<file path="src/rtl/count_event_capture_pkg.sv">
// Shared types and widths for the counter event capture block.
//   EVT_*     : event type codes carried in the top two bits of a record
//   evt_rec_t : {type, count value at detection}, EVT_W bits wide
package count_evt_pkg;

  localparam int unsigned CNT_W  = 8;
  localparam int unsigned TYPE_W = 2;
  localparam int unsigned EVT_W  = 10;

  typedef enum logic [TYPE_W-1:0] {
    EVT_NONE  = 2'b00,
    EVT_MATCH = 2'b01,
    EVT_WRAP  = 2'b10,
    EVT_BOTH  = 2'b11
  } evt_type_e;

  typedef struct packed {
    evt_type_e          typ;
    logic [CNT_W-1:0]   cnt;
  } evt_rec_t;

  // Wrap occupies bit 1 and match bit 0, so both together encode EVT_BOTH.
  function automatic evt_type_e evt_classify(input logic match, input logic wrap);
    return evt_type_e'({wrap, match});
  endfunction

endpackage

</file>
<file path="src/rtl/count_event_capture_sync_evt_fifo.sv">
// Synchronous FIFO with a registered head word.
//   clk, rst_n : clock, asynchronous active-high reset
//   push, din  : write request and data (ignored when full without a pop)
//   pop        : read request (ignored when empty)
//   dout       : head record; holds the last head after the FIFO drains
//   full/empty : occupancy flags, registered
//   level      : occupancy, 0..DEPTH
module sync_evt_fifo #(
  parameter int unsigned WIDTH = 10,
  parameter int unsigned DEPTH = 4
) (
  input  logic                     clk,
  input  logic                     rst_n,
  input  logic                     push,
  input  logic                     pop,
  input  logic [WIDTH-1:0]         din,
  output logic [WIDTH-1:0]         dout,
  output logic                     full,
  output logic                     empty,
  output logic [$clog2(DEPTH):0]   level
);

  localparam int unsigned PTR_W = $clog2(DEPTH);
  localparam int unsigned LVL_W = PTR_W + 1;

  logic [WIDTH-1:0] mem_q [DEPTH];
  logic [PTR_W-1:0] wr_ptr_q, wr_ptr_d;
  logic [PTR_W-1:0] rd_ptr_q, rd_ptr_d;
  logic [LVL_W-1:0] level_q, level_d;
  logic [WIDTH-1:0] dout_q, dout_d;
  logic             full_q, full_d;
  logic             empty_q, empty_d;
  logic             push_ok, pop_ok;

  assign pop_ok  = pop && !empty_q;
  assign push_ok = push && (!full_q || pop_ok);

  // Next pointers, level, flags and head word.
  always_comb begin
    wr_ptr_d = wr_ptr_q;
    rd_ptr_d = rd_ptr_q;
    level_d  = level_q;
    dout_d   = dout_q;
    if (push_ok) wr_ptr_d = wr_ptr_q + PTR_W'(1);
    if (pop_ok)  rd_ptr_d = rd_ptr_q + PTR_W'(1);
    case ({push_ok, pop_ok})
      2'b10:   level_d = level_q + LVL_W'(1);
      2'b01:   level_d = level_q - LVL_W'(1);
      default: level_d = level_q;
    endcase
    // Head advances to the next stored entry, or takes din when the
    // queue would otherwise be empty; otherwise it holds its last value.
    if (pop_ok) begin
      if (level_q > LVL_W'(1))
        dout_d = mem_q[rd_ptr_q + PTR_W'(1)];
      else if (push_ok)
        dout_d = din;
    end else if (push_ok && empty_q) begin
      dout_d = din;
    end
    full_d  = (level_d == LVL_W'(DEPTH));
    empty_d = (level_d == LVL_W'(0));
  end

  // Storage array; contents need no reset since level gates every read.
  always_ff @(posedge clk) begin
    if (push_ok) mem_q[wr_ptr_q] <= din;
  end

  // Control registers.
  always_ff @(posedge clk or posedge rst_n) begin
    if (rst_n) begin
      wr_ptr_q <= '0;
      rd_ptr_q <= '0;
      level_q  <= '0;
      dout_q   <= '0;
      full_q   <= 1'b0;
      empty_q  <= 1'b1;
    end else begin
      wr_ptr_q <= wr_ptr_d;
      rd_ptr_q <= rd_ptr_d;
      level_q  <= level_d;
      dout_q   <= dout_d;
      full_q   <= full_d;
      empty_q  <= empty_d;
    end
  end

  assign dout  = dout_q;
  assign full  = full_q;
  assign empty = empty_q;
  assign level = level_q;

endmodule

</file>
<file path="src/rtl/count_event_capture.sv">
// Watches an 8-bit counter for threshold-match and 0xFF->0x00 wrap events
// and queues typed records for a valid/ready consumer.
//   clk, rst_n          : clock, asynchronous active-high reset
//   count_in            : counter value, sampled every cycle
//   thr_we, thr_data    : threshold write (takes effect next cycle)
//   evt_valid/ready     : record handshake; evt_data = {type[1:0], count[7:0]}
//   fifo_level          : queue occupancy
//   ovf, ovf_clr        : sticky drop flag and its clear (a drop wins)
//   drop_cnt            : saturating drop count, only with CAPTURE_DROP_CNT_EN
module count_event_capture
  import count_evt_pkg::*;
#(
  parameter int unsigned DEPTH     = 4,
  parameter logic [7:0]  THR_RESET = 8'hFF
) (
  input  logic                     clk,
  input  logic                     rst_n,
  input  logic [CNT_W-1:0]         count_in,
  input  logic                     thr_we,
  input  logic [CNT_W-1:0]         thr_data,
  output logic                     evt_valid,
  input  logic                     evt_ready,
  output logic [EVT_W-1:0]         evt_data,
  output logic [$clog2(DEPTH):0]   fifo_level,
  output logic                     ovf,
  input  logic                     ovf_clr
`ifdef CAPTURE_DROP_CNT_EN
  ,
  output logic [7:0]               drop_cnt
`endif
);

  logic [CNT_W-1:0] thr_q, thr_d;
  logic [CNT_W-1:0] prev_q;
  logic             prev_vld_q;
  logic             ovf_q, ovf_d;
  logic             match, wrap, evt_any, drop;
  logic             fifo_full, fifo_empty, pop, push;
  evt_type_e        evt_type;
  evt_rec_t         rec;

  // Match fires only on entry into equality; wrap needs a valid previous sample.
  assign match    = (count_in == thr_q) && (!prev_vld_q || (prev_q != thr_q));
  assign wrap     = prev_vld_q && (prev_q == 8'hFF) && (count_in == 8'h00);
  assign evt_type = evt_classify(match, wrap);
  assign evt_any  = (evt_type != EVT_NONE);
  assign rec      = '{typ: evt_type, cnt: count_in};

  assign pop  = !fifo_empty && evt_ready;
  assign push = evt_any && (!fifo_full || pop);
  assign drop = evt_any && fifo_full && !pop;

  // Threshold and sticky overflow next-state; a drop beats a clear.
  always_comb begin
    thr_d = thr_q;
    ovf_d = ovf_q;
    if (thr_we) thr_d = thr_data;
    if (drop)         ovf_d = 1'b1;
    else if (ovf_clr) ovf_d = 1'b0;
  end

  always_ff @(posedge clk or posedge rst_n) begin
    if (rst_n) begin
      thr_q      <= THR_RESET;
      prev_q     <= '0;
      prev_vld_q <= 1'b0;
      ovf_q      <= 1'b0;
    end else begin
      thr_q      <= thr_d;
      prev_q     <= count_in;
      prev_vld_q <= 1'b1;
      ovf_q      <= ovf_d;
    end
  end

  sync_evt_fifo #(
    .WIDTH (EVT_W),
    .DEPTH (DEPTH)
  ) u_fifo (
    .clk   (clk),
    .rst_n (rst_n),
    .push  (push),
    .pop   (pop),
    .din   (rec),
    .dout  (evt_data),
    .full  (fifo_full),
    .empty (fifo_empty),
    .level (fifo_level)
  );

  assign evt_valid = !fifo_empty;
  assign ovf       = ovf_q;

`ifdef CAPTURE_DROP_CNT_EN
  logic [7:0] drop_cnt_q, drop_cnt_d;

  // Saturating drop counter; a drop coinciding with a clear restarts at 1.
  always_comb begin
    drop_cnt_d = drop_cnt_q;
    if (drop) begin
      if (ovf_clr)                  drop_cnt_d = 8'd1;
      else if (drop_cnt_q != 8'hFF) drop_cnt_d = drop_cnt_q + 8'd1;
    end else if (ovf_clr) begin
      drop_cnt_d = 8'd0;
    end
  end

  always_ff @(posedge clk or posedge rst_n) begin
    if (rst_n) drop_cnt_q <= 8'd0;
    else       drop_cnt_q <= drop_cnt_d;
  end

  assign drop_cnt = drop_cnt_q;
`else
  // Drop counting is not built; overflow is reported through ovf alone.
`endif

endmodule

</file>
<file path="config.mk">
export PLATFORM = sky130hd
export DESIGN_NAME = count_event_capture
export DESIGN_NICKNAME = d
export VERILOG_FILES = /design/src/rtl/count_event_capture_pkg.sv /design/src/rtl/count_event_capture_sync_evt_fifo.sv /design/src/rtl/count_event_capture.sv
export SDC_FILE = /design/constraint.sdc
export NUM_CORES = 1
export LEC_CHECK = 0
export ABC_AREA = 1
export ABC_CLOCK_PERIOD_IN_PS = 2700
export BUFFER_PORTS_ARGS = -buffer_cell sky130_fd_sc_hd__buf_2
export CAP_MARGIN = 30
export CORE_AREA = 5 5 87 89
export DETAILED_ROUTE_END_ITERATION = 16
export DIE_AREA = 0 0 92 94
export PLACE_DENSITY_LB_ADDON = 0.1
export SYNTH_ARGS = -nofsm -noshare
export SYNTH_HDL_FRONTEND = slang
export SYNTH_SLANG_ARGS = --single-unit
</file>
<file path="constraint.sdc">
create_clock -name clk -period 2.7 [get_ports clk]
set_input_delay 0 -clock clk [delete_from_list [all_inputs] [get_ports clk]]
set_output_delay 0 -clock clk [all_outputs]
set_load 0.02 [all_outputs]
</file>
* Word-level counts from Yosys, hierarchy flattened
Memory sizes are Yosys's and may differ from the RTL's. Cells that the tools add are included.
Storage, ports and cells: bits in registers 37, bits in writable memories 40, input port bits 21, output and inout port bits 15, logic and storage cells 55, memories 1
Cells by class: $add $sub $neg 4, magnitude comparators 1, eq/ne operators 7, multiplexer cells 9, reductions and logical operators 23
Memories:
- u_fifo.mem_q | words 4, bits a word 10, rd ports 1, clocked after Yosys merged registers in 0, write ports 1, line count_event_capture_sync_evt_fifo.sv:26 | logic [WIDTH-1:0] mem_q [DEPTH];
Operators with widths (count):
- 2-to-1 mux 10 bit | 4
- logical AND 1 bit | 10
- == test 8 bit | 1
- == test 8 bit (second input constant) | 1
- logical NOT 8 bit | 1
- != test 8 bit | 1
- one-hot mux 3 bit (2 select lines) | 1
- nonzero test 2 bit | 3
- adder 2 x 1 -> 2 bit (second input constant) | 2
- logical NOT 1 bit | 4
- 2-to-1 mux 1 bit | 4
- adder 3 x 1 -> 3 bit (second input constant) | 1
- == test 3 bit (second input constant) | 1
- greater-than comparator 3 x 1 -> 1 bit (second input constant) | 1
- logical NOT 3 bit | 1
- logical OR 1 bit | 3
- != test 3 x 2 -> 1 bit (second input constant) | 1
- subtractor 3 x 1 -> 3 bit (second input constant) | 1
- == test 2 x 1 -> 1 bit (second input constant) | 1
- == test 2 bit (second input constant) | 1
- AND reduction 2 bit | 1

* Depth between registers and ports, before layout
Gate-level depths: netlist of run 1.
depth in word-level cells 9, gate-level depth with buffers 18, depth with buffers taken out 18

* Modules after synthesis
A second synthesis of run 1 with hierarchy kept.
Unflattened totals: cells, all modules 381, area total of the unflattened synthesis 3572.2 sq um
Modules (own cells, without submodules):
- sync_evt_fifo | times used 1, cells each 265, area an instance 2648.8 sq um, sequential area each 1677.9 sq um
- count_event_capture | times used 1, cells each 116, area an instance 923.4 sq um, sequential area each 460.4 sq um

* Least setup slack after synthesis of run 1
No wires, ideal clock.
path type reg2reg, start register thr_q[2], end register u_fifo.empty_q, in the netlist u_fifo.empty, library setup time 0.068 ns, arrival time 2.068 ns, data required time 2.632 ns, setup slack 0.564 ns, stages on the path, launching flop included 17, buffers on the path 0, period minus slack after synthesis 2.136 ns, cell sequence dfstp_2 inv_1 nand2_1 nand2_1 nor3_1 nand3_1 nand2_2 nand2_4 nand2_4 inv_1 ha_1 nand2_1 o21ai_0 nand2_1 o21ai_0 or2_2 nor2_1
Between the ends: longest elaborated chain between the ends 9, elaborated cells on any way between the ends 11, classes of those cells eq/ne: 4; mux: 1; reduce/logical: 6
Ends and longest elaborated chain:
- from (decl) | line count_event_capture.sv:33 | logic [CNT_W-1:0] thr_q, thr_d;
- from (signal assigned) | line count_event_capture.sv:69 | thr_q <= thr_d;
- != test 8 bit | line count_event_capture.sv:43 | assign match = (count_in == thr_q) && (!prev_vld_q || (prev_q != thr_q));
- logical OR 1 bit | line count_event_capture.sv:43
- logical AND 1 bit * | line count_event_capture.sv:43
- nonzero test 2 bit * | line count_event_capture.sv:46 | assign evt_any = (evt_type != EVT_NONE);
- logical AND 1 bit * | line count_event_capture.sv:50 | assign push = evt_any && (!fifo_full || pop);
- logical AND 1 bit * | line count_event_capture_sync_evt_fifo.sv:36 | assign push_ok = push && (!full_q || pop_ok);
- net u_fifo.push_ok | line count_event_capture_sync_evt_fifo.sv:33 | logic push_ok, pop_ok;
- == test 2 x 1 -> 1 bit / == test 2 bit (equally long branches) | line count_event_capture_sync_evt_fifo.sv:46 | case ({push_ok, pop_ok})
- one-hot mux 3 bit (2 select lines) * | line count_event_capture_sync_evt_fifo.sv:46
- net u_fifo.level_d[1] | line count_event_capture_sync_evt_fifo.sv:29 | logic [LVL_W-1:0] level_q, level_d;
- logical NOT 3 bit * | line count_event_capture_sync_evt_fifo.sv:62 | empty_d = (level_d == LVL_W'(0));
- net u_fifo.empty_d | line count_event_capture_sync_evt_fifo.sv:32 | logic empty_q, empty_d;
- to (signal assigned) | line count_event_capture_sync_evt_fifo.sv:85 | empty_q <= empty_d;
- to (decl) | line count_event_capture_sync_evt_fifo.sv:32
Mark *: on every way through the listed nets, which the timed path passes. The rest lies on a longest branch. A chain may end at the register's enable or synchronous reset.

* Worst setup path after layout of run 1
start register thr_q[7], end register u_fifo.empty_q, in the netlist u_fifo.empty
Same word-level chain as after synthesis.

==> results_dict.tcl, run 1 <==
set metrics [dict create \
    final_cell_area_sq_um 4350 \
    yosys.area.top_type_share_pct 33.5 \
    ctsResizeCount 0 \
    ys_types 31 \
    synth_edf_count 40 \
    grt_usage_pct 19.7 \
    max_freq_mhz 416 \
    fp.dieArea_sq_um 8650 \
    critical_path.top_delay_family "simple AND/OR/NAND/NOR gates" \
    placeableCoreArea_sq_um 6680 \
    nets 481 \
    worstSetupPathType "reg2reg" \
    r2r_start "thr_q[7]$_DFFE_PP1P_" \
    wl_per_cell_microns 14.4 \
    power_leakage_nw 1.98 \
    synth_nets 409 \
    power.share.switching_pct 37.9 \
    grt_max_degree 25 \
    seqPwrFrac_pct 41.9 \
    rows 30 \
    root_buffer "clkbuf_8" \
    cts_buffers 9 \
    tightest_slew_ps 647 \
    slowest_delay_ps 550 \
    max_cap_viol_count 0 \
    multi_input_area_sq_um 1200 \
    regToRegEndpoint "u_fifo.empty$_DFF_PP1_" \
    worstSetupStartpointType "flop" \
    final-hold-violation-count 2 \
    reg2reg_depth 16 \
    filler_cell_count 546 \
    htreeDepth 3 \
    die-height_microns 94 \
    cts_buffer_depth 2 \
    drc 0 \
    drtIter0Drc 144 \
    drt_first_pass_iters 5 \
    internal-power_mw 2.23 \
    violations "negative hold slack" \
    critPathCaptureType "flop" \
    seq_area_frac_synth_pct 59.7 \
    routed_via_density 5.01 \
    crit_arrival_ps 2700 \
    avgSynthCellArea_sq_um 9.48 \
    start_util_pct 53.6 \
    post-route-period-util_pct 89.1 \
    ir_drop_mv 0.507 \
    p_switching_mw 1.36 \
    dieWidth_microns 92 \
    p_per_area_nw_per_um2 826 \
    globalRouteMet3Util_pct 2.96 \
    drive_gt1_share_pct 17.4 \
    timing.hold.ws_ps -2.82 \
    vias 2683 \
    gr-usage-met2_pct 33.8 \
    netlist_top_cells_area "edfxtp_1 (34%), dfrtp_1 (20%), nand2_1 (8.7%)" \
    grt_pass1_wl_microns 13100 \
    placed_area_sq_um 3840 \
    portBuffers 35 \
    regArea_sq_um 2140 \
    ys_ff_latch 77 \
    syn_area_sq_um 3580 \
    layout_min_cycle_time_ps 2410 \
    synthCells 378 \
    hpwl_microns 5140 \
    max_slew_margin_pct 56.8 \
    globalplace.congestion 0.807 \
    yosysMostFrequentCell "nand2_1" \
    ys.flop_type "edfxtp_1" \
    synth-async-reset-ratio_pct 48.1 \
    area_growth_syn_to_layout_pct 21.5 \
    min-delay-start "thr_we" \
    status "complete, but fails checks" \
    cts_tree "built" \
    final.setup.tns_ps 0 \
    crit_fanout 9 \
    clockPowerShare_pct 25.3 \
    ys_warn_count 0 \
    cpMaxStageDelayCell "dfstp_2" \
    diodes 0 \
    clk_latency_ps 360 \
    synth_commonest_cells "nand2_1 (83), inv_1 (46), nor2_1 (46)" \
    min_path_cells 2 \
    reg2reg_slack_ps 290 \
    slew_violations 0 \
    path_clk_slew_ps 80 \
    setup-violations-final 0 \
    rsz0062_at_grt "no" \
    combPwrFrac_pct 32.8 \
    numClockSinks 77 \
    worst-path-buf-inv 2 \
    cp_data_required_time_ps 2990 \
    yosysTopAreaCell "edfxtp_1" \
    grt_most_used_layer "met2" \
    grt_overflow 0 \
    hold_end "thr_q[4]$_DFFE_PP1P_" \
    crit_chain "inv_1, nand2_1, o21ai_0, nor2_1, nand3_1, nand2_2, nand2_4, nand2_4, inv_1, ha_1, nand2_1, o21ai_0, nand2_1, o21ai_0, or2_2, nor2_1" \
    grt_pass1_vias 2701 \
    ioPinCount 36 \
    worstHoldPathType "in2reg" \
    globalRouteMet1Util_pct 25.1 \
    clock_skew_ps 14.3 \
    drt-total-wl_microns 7720 \
    antenna_left 0 \
    antenna_found_initial 0 \
]
==> kinds of logic after synthesis <==
kind of cell / synth area share (%)
DFF: 59.7
buffers and inverters: 6.85
xor gates and xnor gates: 1.47
AOI/OAI and AO/OA: 7.09
adders and majority gates: 3.49
and+or+nand+nor: 21.3
other: 0.105
==> area by class of cell <==
type | instances | area share, %
Clock buffer | 9 | 2.85
Clock inverter | 7 | 1.90
Timing Repair Buffer | 72 | 12.1
Inverter | 48 | 4.14
Multi-Input combinational cell | 242 | 27.5
Sequential cell | 77 | 49.1
Tap cell | 80 | 2.30
==> flip-flops by register name, indices dropped and copies added, names as in the netlist <==
name / count
u_fifo.full: 1
u_fifo.rd_ptr_q: 2
u_fifo.wr_ptr_q: 2
u_fifo.dout: 10
u_fifo.mem_q: 40
prev_q: 8
u_fifo.level: 3
thr_q: 8
u_fifo.empty: 1
ovf: 1
prev_vld_q: 1
==> power groups by stage <==
stage / clock [mW] / sequential (mW) / combinational (mW)
after floorplan: 0 / 1.62 / 0.738
after global placement: 0 / 1.53 / 1.13
after detailed placement: 0 / 1.53 / 1.15
after CTS: 0.920 / 1.51 / 1.19
after global routing: 0.971 / 1.53 / 1.35
final: 0.909 / 1.51 / 1.18
==> how the worst max path moves through the flow <==
stage / slack [ps] / endpoint / from / cells after the start
5_1_grt: 40 / u_fifo.empty$_DFF_PP1_ / thr_q[2]$_DFFE_PP1P_ / 16
3_3_place_gp: 360 / u_fifo.empty$_DFF_PP1_ / thr_q[7]$_DFFE_PP1P_ / 16
6_report: 290 / u_fifo.empty$_DFF_PP1_ / thr_q[7]$_DFFE_PP1P_ / 16
2_1_floorplan: 560 / u_fifo.empty$_DFF_PP1_ / thr_q[2]$_DFFE_PP1P_ / 16
3_5_place_dp: 320 / u_fifo.empty$_DFF_PP1_ / thr_q[7]$_DFFE_PP1P_ / 16
4_1_cts: 300 / u_fifo.empty$_DFF_PP1_ / thr_q[7]$_DFFE_PP1P_ / 16
==> through the flow <==
stage	hold slack (ps)	util, %	instances	total power [mW]	worst slack, ps
2_1_floorplan	31.4	-	378	2.36	564
3_3_place_gp	63.2	57.5	489	2.66	363
3_5_place_dp	73.2	57.5	489	2.68	320
4_1_cts	1.68	65.1	535	3.62	298
5_1_grt	28.8	65.1	535	3.85	41.5
6_report	-2.82	65.1	535	3.60	294
==> per-layer routing <==
layer | wire length [microns] | part of all wire [%]
met1 | 3530 | 46
met2 | 3780 | 49
met3 | 276 | 3.6
met5 | 0 | 0
met4 | 129 | 1.7
==> cells in the final DEF (no fill, tap or decap) <==
cell type / count
a21oi_1: 11
a32oi_1: 1
buf_2: 35
buf_4: 7
bufinv_16: 1
clkbuf_8: 9
clkinv_4: 1
clkinvlp_4: 2
conb_1: 1
dfrtp_1: 28
dfstp_2: 9
dlygate4sd3_1: 30
edfxtp_1: 40
ha_1: 10
inv_1: 46
inv_2: 2
inv_6: 2
inv_8: 1
nand2_1: 83
nand2_2: 3
nand2_4: 3
nand3_1: 27
nand3b_1: 1
nand4_1: 4
nor2_1: 46
nor2_2: 2
nor2_4: 1
nor3_1: 3
nor3b_1: 1
o211ai_1: 1
o21a_1: 1
o21ai_0: 35
or2_1: 1
or2_2: 1
xor2_1: 6
==> worst register-to-register path: stages, from the launching register on <==
cell and delay (ps):
dfstp_2 550, inv_1 50, nand2_1 50, o21ai_0 70, nor2_1 150, nand3_1 110
nand2_2 110, nand2_4 70, nand2_4 120, inv_1 80, ha_1 250, nand2_1 80
o21ai_0 70, nand2_1 60, o21ai_0 100, or2_2 320, nor2_1 110
==> timing repair <==
action,CTS,global route
endpoints found under the hold margin,61,0
setup buffers,0,0
hold buffers,30,0
Power figures use the tool's default switching activity.
==> run 2: changes to the inputs <==
- ABC_CLOCK_PERIOD_IN_PS: 2700 -> 2950
- CORE_AREA: 5 5 87 89 -> 2 2 84 86
- DIE_AREA: 0 0 92 94 -> 0 0 86 88
- clock period: 2.7 -> 2.95 ns (I/O delays scaled with it)
==> run 2 against run 1 <==
The flow now finishes without violations; non-clock buffer count shrank 9; largest cell class unchanged; power shrank 9.8%; flip-flop and latch count is the same.
==> results_dict.tcl, run 2 (same netlist as run 1, synthesis figures left out) <==
set metrics [dict create \
    final-hold-violation-count 0 \
    dieWidth_microns 86 \
    final.setup.tns_ps 0 \
    rows 30 \
    wl_per_cell_microns 15.1 \
    layout_commonest_cell "nand2_1" \
    status "finished, final reports clean" \
    layout_min_cycle_time_ps 2380 \
    top_register "u_fifo.mem_q" \
    max_cap_viol_count 0 \
    power_leakage_nw 1.95 \
    crit_fanout 9 \
    portBuffers 35 \
    root_buffer "clkbuf_8" \
    drtIter0Drc 194 \
    path_clk_slew_ps 80 \
    crit_arrival_ps 2660 \
    clk_latency_ps 340 \
    rsz0062_at_grt "no" \
    grt_usage_pct 22.8 \
    grt_overflow 0 \
    finish.utilization_pct 64.1 \
    slew_violations 0 \
    filler_cell_count 572 \
    clock_skew_ps 9.68 \
    cts_setup_buffers 0 \
    critPathCaptureType "flop" \
    ir_drop_mv 0.454 \
    drc 0 \
    worstHoldPathType "in2reg" \
    post-route-period-util_pct 80.8 \
    htreeDepth 3 \
    worstSetupStartpointType "flop" \
    multi_input_area_sq_um 1200 \
    vias 2703 \
    cts_buffer_depth 2 \
    regArea_sq_um 2140 \
    cp_data_required_time_ps 3230 \
    grt_pass1_wl_microns 13000 \
    routed_via_density 5.14 \
    ioPinCount 36 \
    grt_pass1_vias 2679 \
    worstSetupPathType "reg2reg" \
    grt_max_degree 38 \
    placeableCoreArea_sq_um 6640 \
    antenna_found_initial 0 \
    cts_tree "built" \
    max_freq_mhz 420 \
    nets 472 \
    dp_cells 489 \
    tightest_slew_ps 653 \
    fp.dieArea_sq_um 7570 \
    drt-total-wl_microns 7930 \
    die-height_microns 88 \
    start_util_pct 53.9 \
    numClockSinks 77 \
    globalplace.congestion 0.810 \
    cts_buffers 9 \
    largest_reg_flops 40 \
    timing.hold.ws_ps 5.81 \
    final_cell_mix "nand2_1 (83), inv_1 (46), nor2_1 (46), edfxtp_1 (40)" \
    drt_first_pass_iters 4 \
    setup-violations-final 0 \
    area_growth_syn_to_layout_pct 18.9 \
    p_per_area_nw_per_um2 762 \
    drive_gt1_share_pct 17.5 \
    antenna_left 0 \
    diodes 0 \
    hpwl_microns 5150 \
    max_slew_margin_pct 56.4 \
    final_cells 526 \
]
## run 2: cell count changes in the layout (fill, tap and decap cells not counted)
cell,previous run,this run
inv_8,1,0
clkbuf_16,0,2
clkbuf_1,0,1
clkinv_2,0,1
clkinv_4,1,0
inv_4,0,1
dlygate4sd3_1,30,21
inv_6,2,0
bufinv_16,1,0
## run 2: stage by stage
stage / setup slack (ps) / total power [mW] / instance area (sq um)
finish: 567 / 3.24 / 4260
floorplan: 814 / 2.16 / 3580
global route: 236 / 3.47 / 4260
CTS: 553 / 3.26 / 4260
global placement: 636 / 2.42 / 3840
detailed placement: 573 / 2.44 / 3840
## run 2: final timing paths
kind	startpoint	cells past startpoint	slack [ps]	to
max	thr_q[2]$_DFFE_PP1P_	16	570	u_fifo.empty$_DFF_PP1_
min	thr_we	3	6	thr_q[7]$_DFFE_PP1P_
max reg2reg	thr_q[2]$_DFFE_PP1P_	16	570	u_fifo.empty$_DFF_PP1_
min reg2reg	u_fifo.dout[0]$_DFFE_PP0P_	2	470	u_fifo.dout[0]$_DFFE_PP0P_
max in group asynchronous	rst_n	4	2290	thr_q[7]$_DFFE_PP1P_
min in group asynchronous	rst_n	4	300	prev_q[2]$_DFF_PP0_
## run 2: layout make-up
class                   instances  share of cell area [%]
clock buffers                  12                    4.17
clock inverters                 4                   0.617
inverters                      48                    4.23
multi-input cells             242                    28.1
flip-flops and latches         77                    50.2
well taps                      80                    2.35
repair buffers                 63                    10.3
## run 2: what timing repair did
item | CTS | global route
hold buffers | 21 | 0
endpoints found under the hold margin | 77 | 0
gates resized for setup | 0 | 0
## run 2: per-layer routing
metal  up-vias  part of all wire [%]  track usage, %
met2        74                    48            37.3
met4         0                   1.8            8.66
met3        12                   4.0            3.39
met5         -                     0               0
li1       1344                     -               -
met1      1273                    47            31.1
## run 2: critical path, stage by stage, from the launching register on
cell and delay, ps:
dfstp_2 550, inv_1 50, nand2_1 50, nand2_1 40, nor3_1 140, nand3_1 110, nand2_2 120, nand2_4 70
nand2_4 120, inv_1 80, ha_1 250, nand2_1 80, o21ai_0 80, nand2_1 50, o21ai_0 90, or2_2 320
nor2_1 110
## run 2: report_power, final
group          internal [mW]  total, mW  switching, mW
Combinational          0.349       1.05          0.702
Clock                  0.408      0.804          0.396
Sequential              1.28       1.39          0.108
Total                   2.04       3.24           1.21
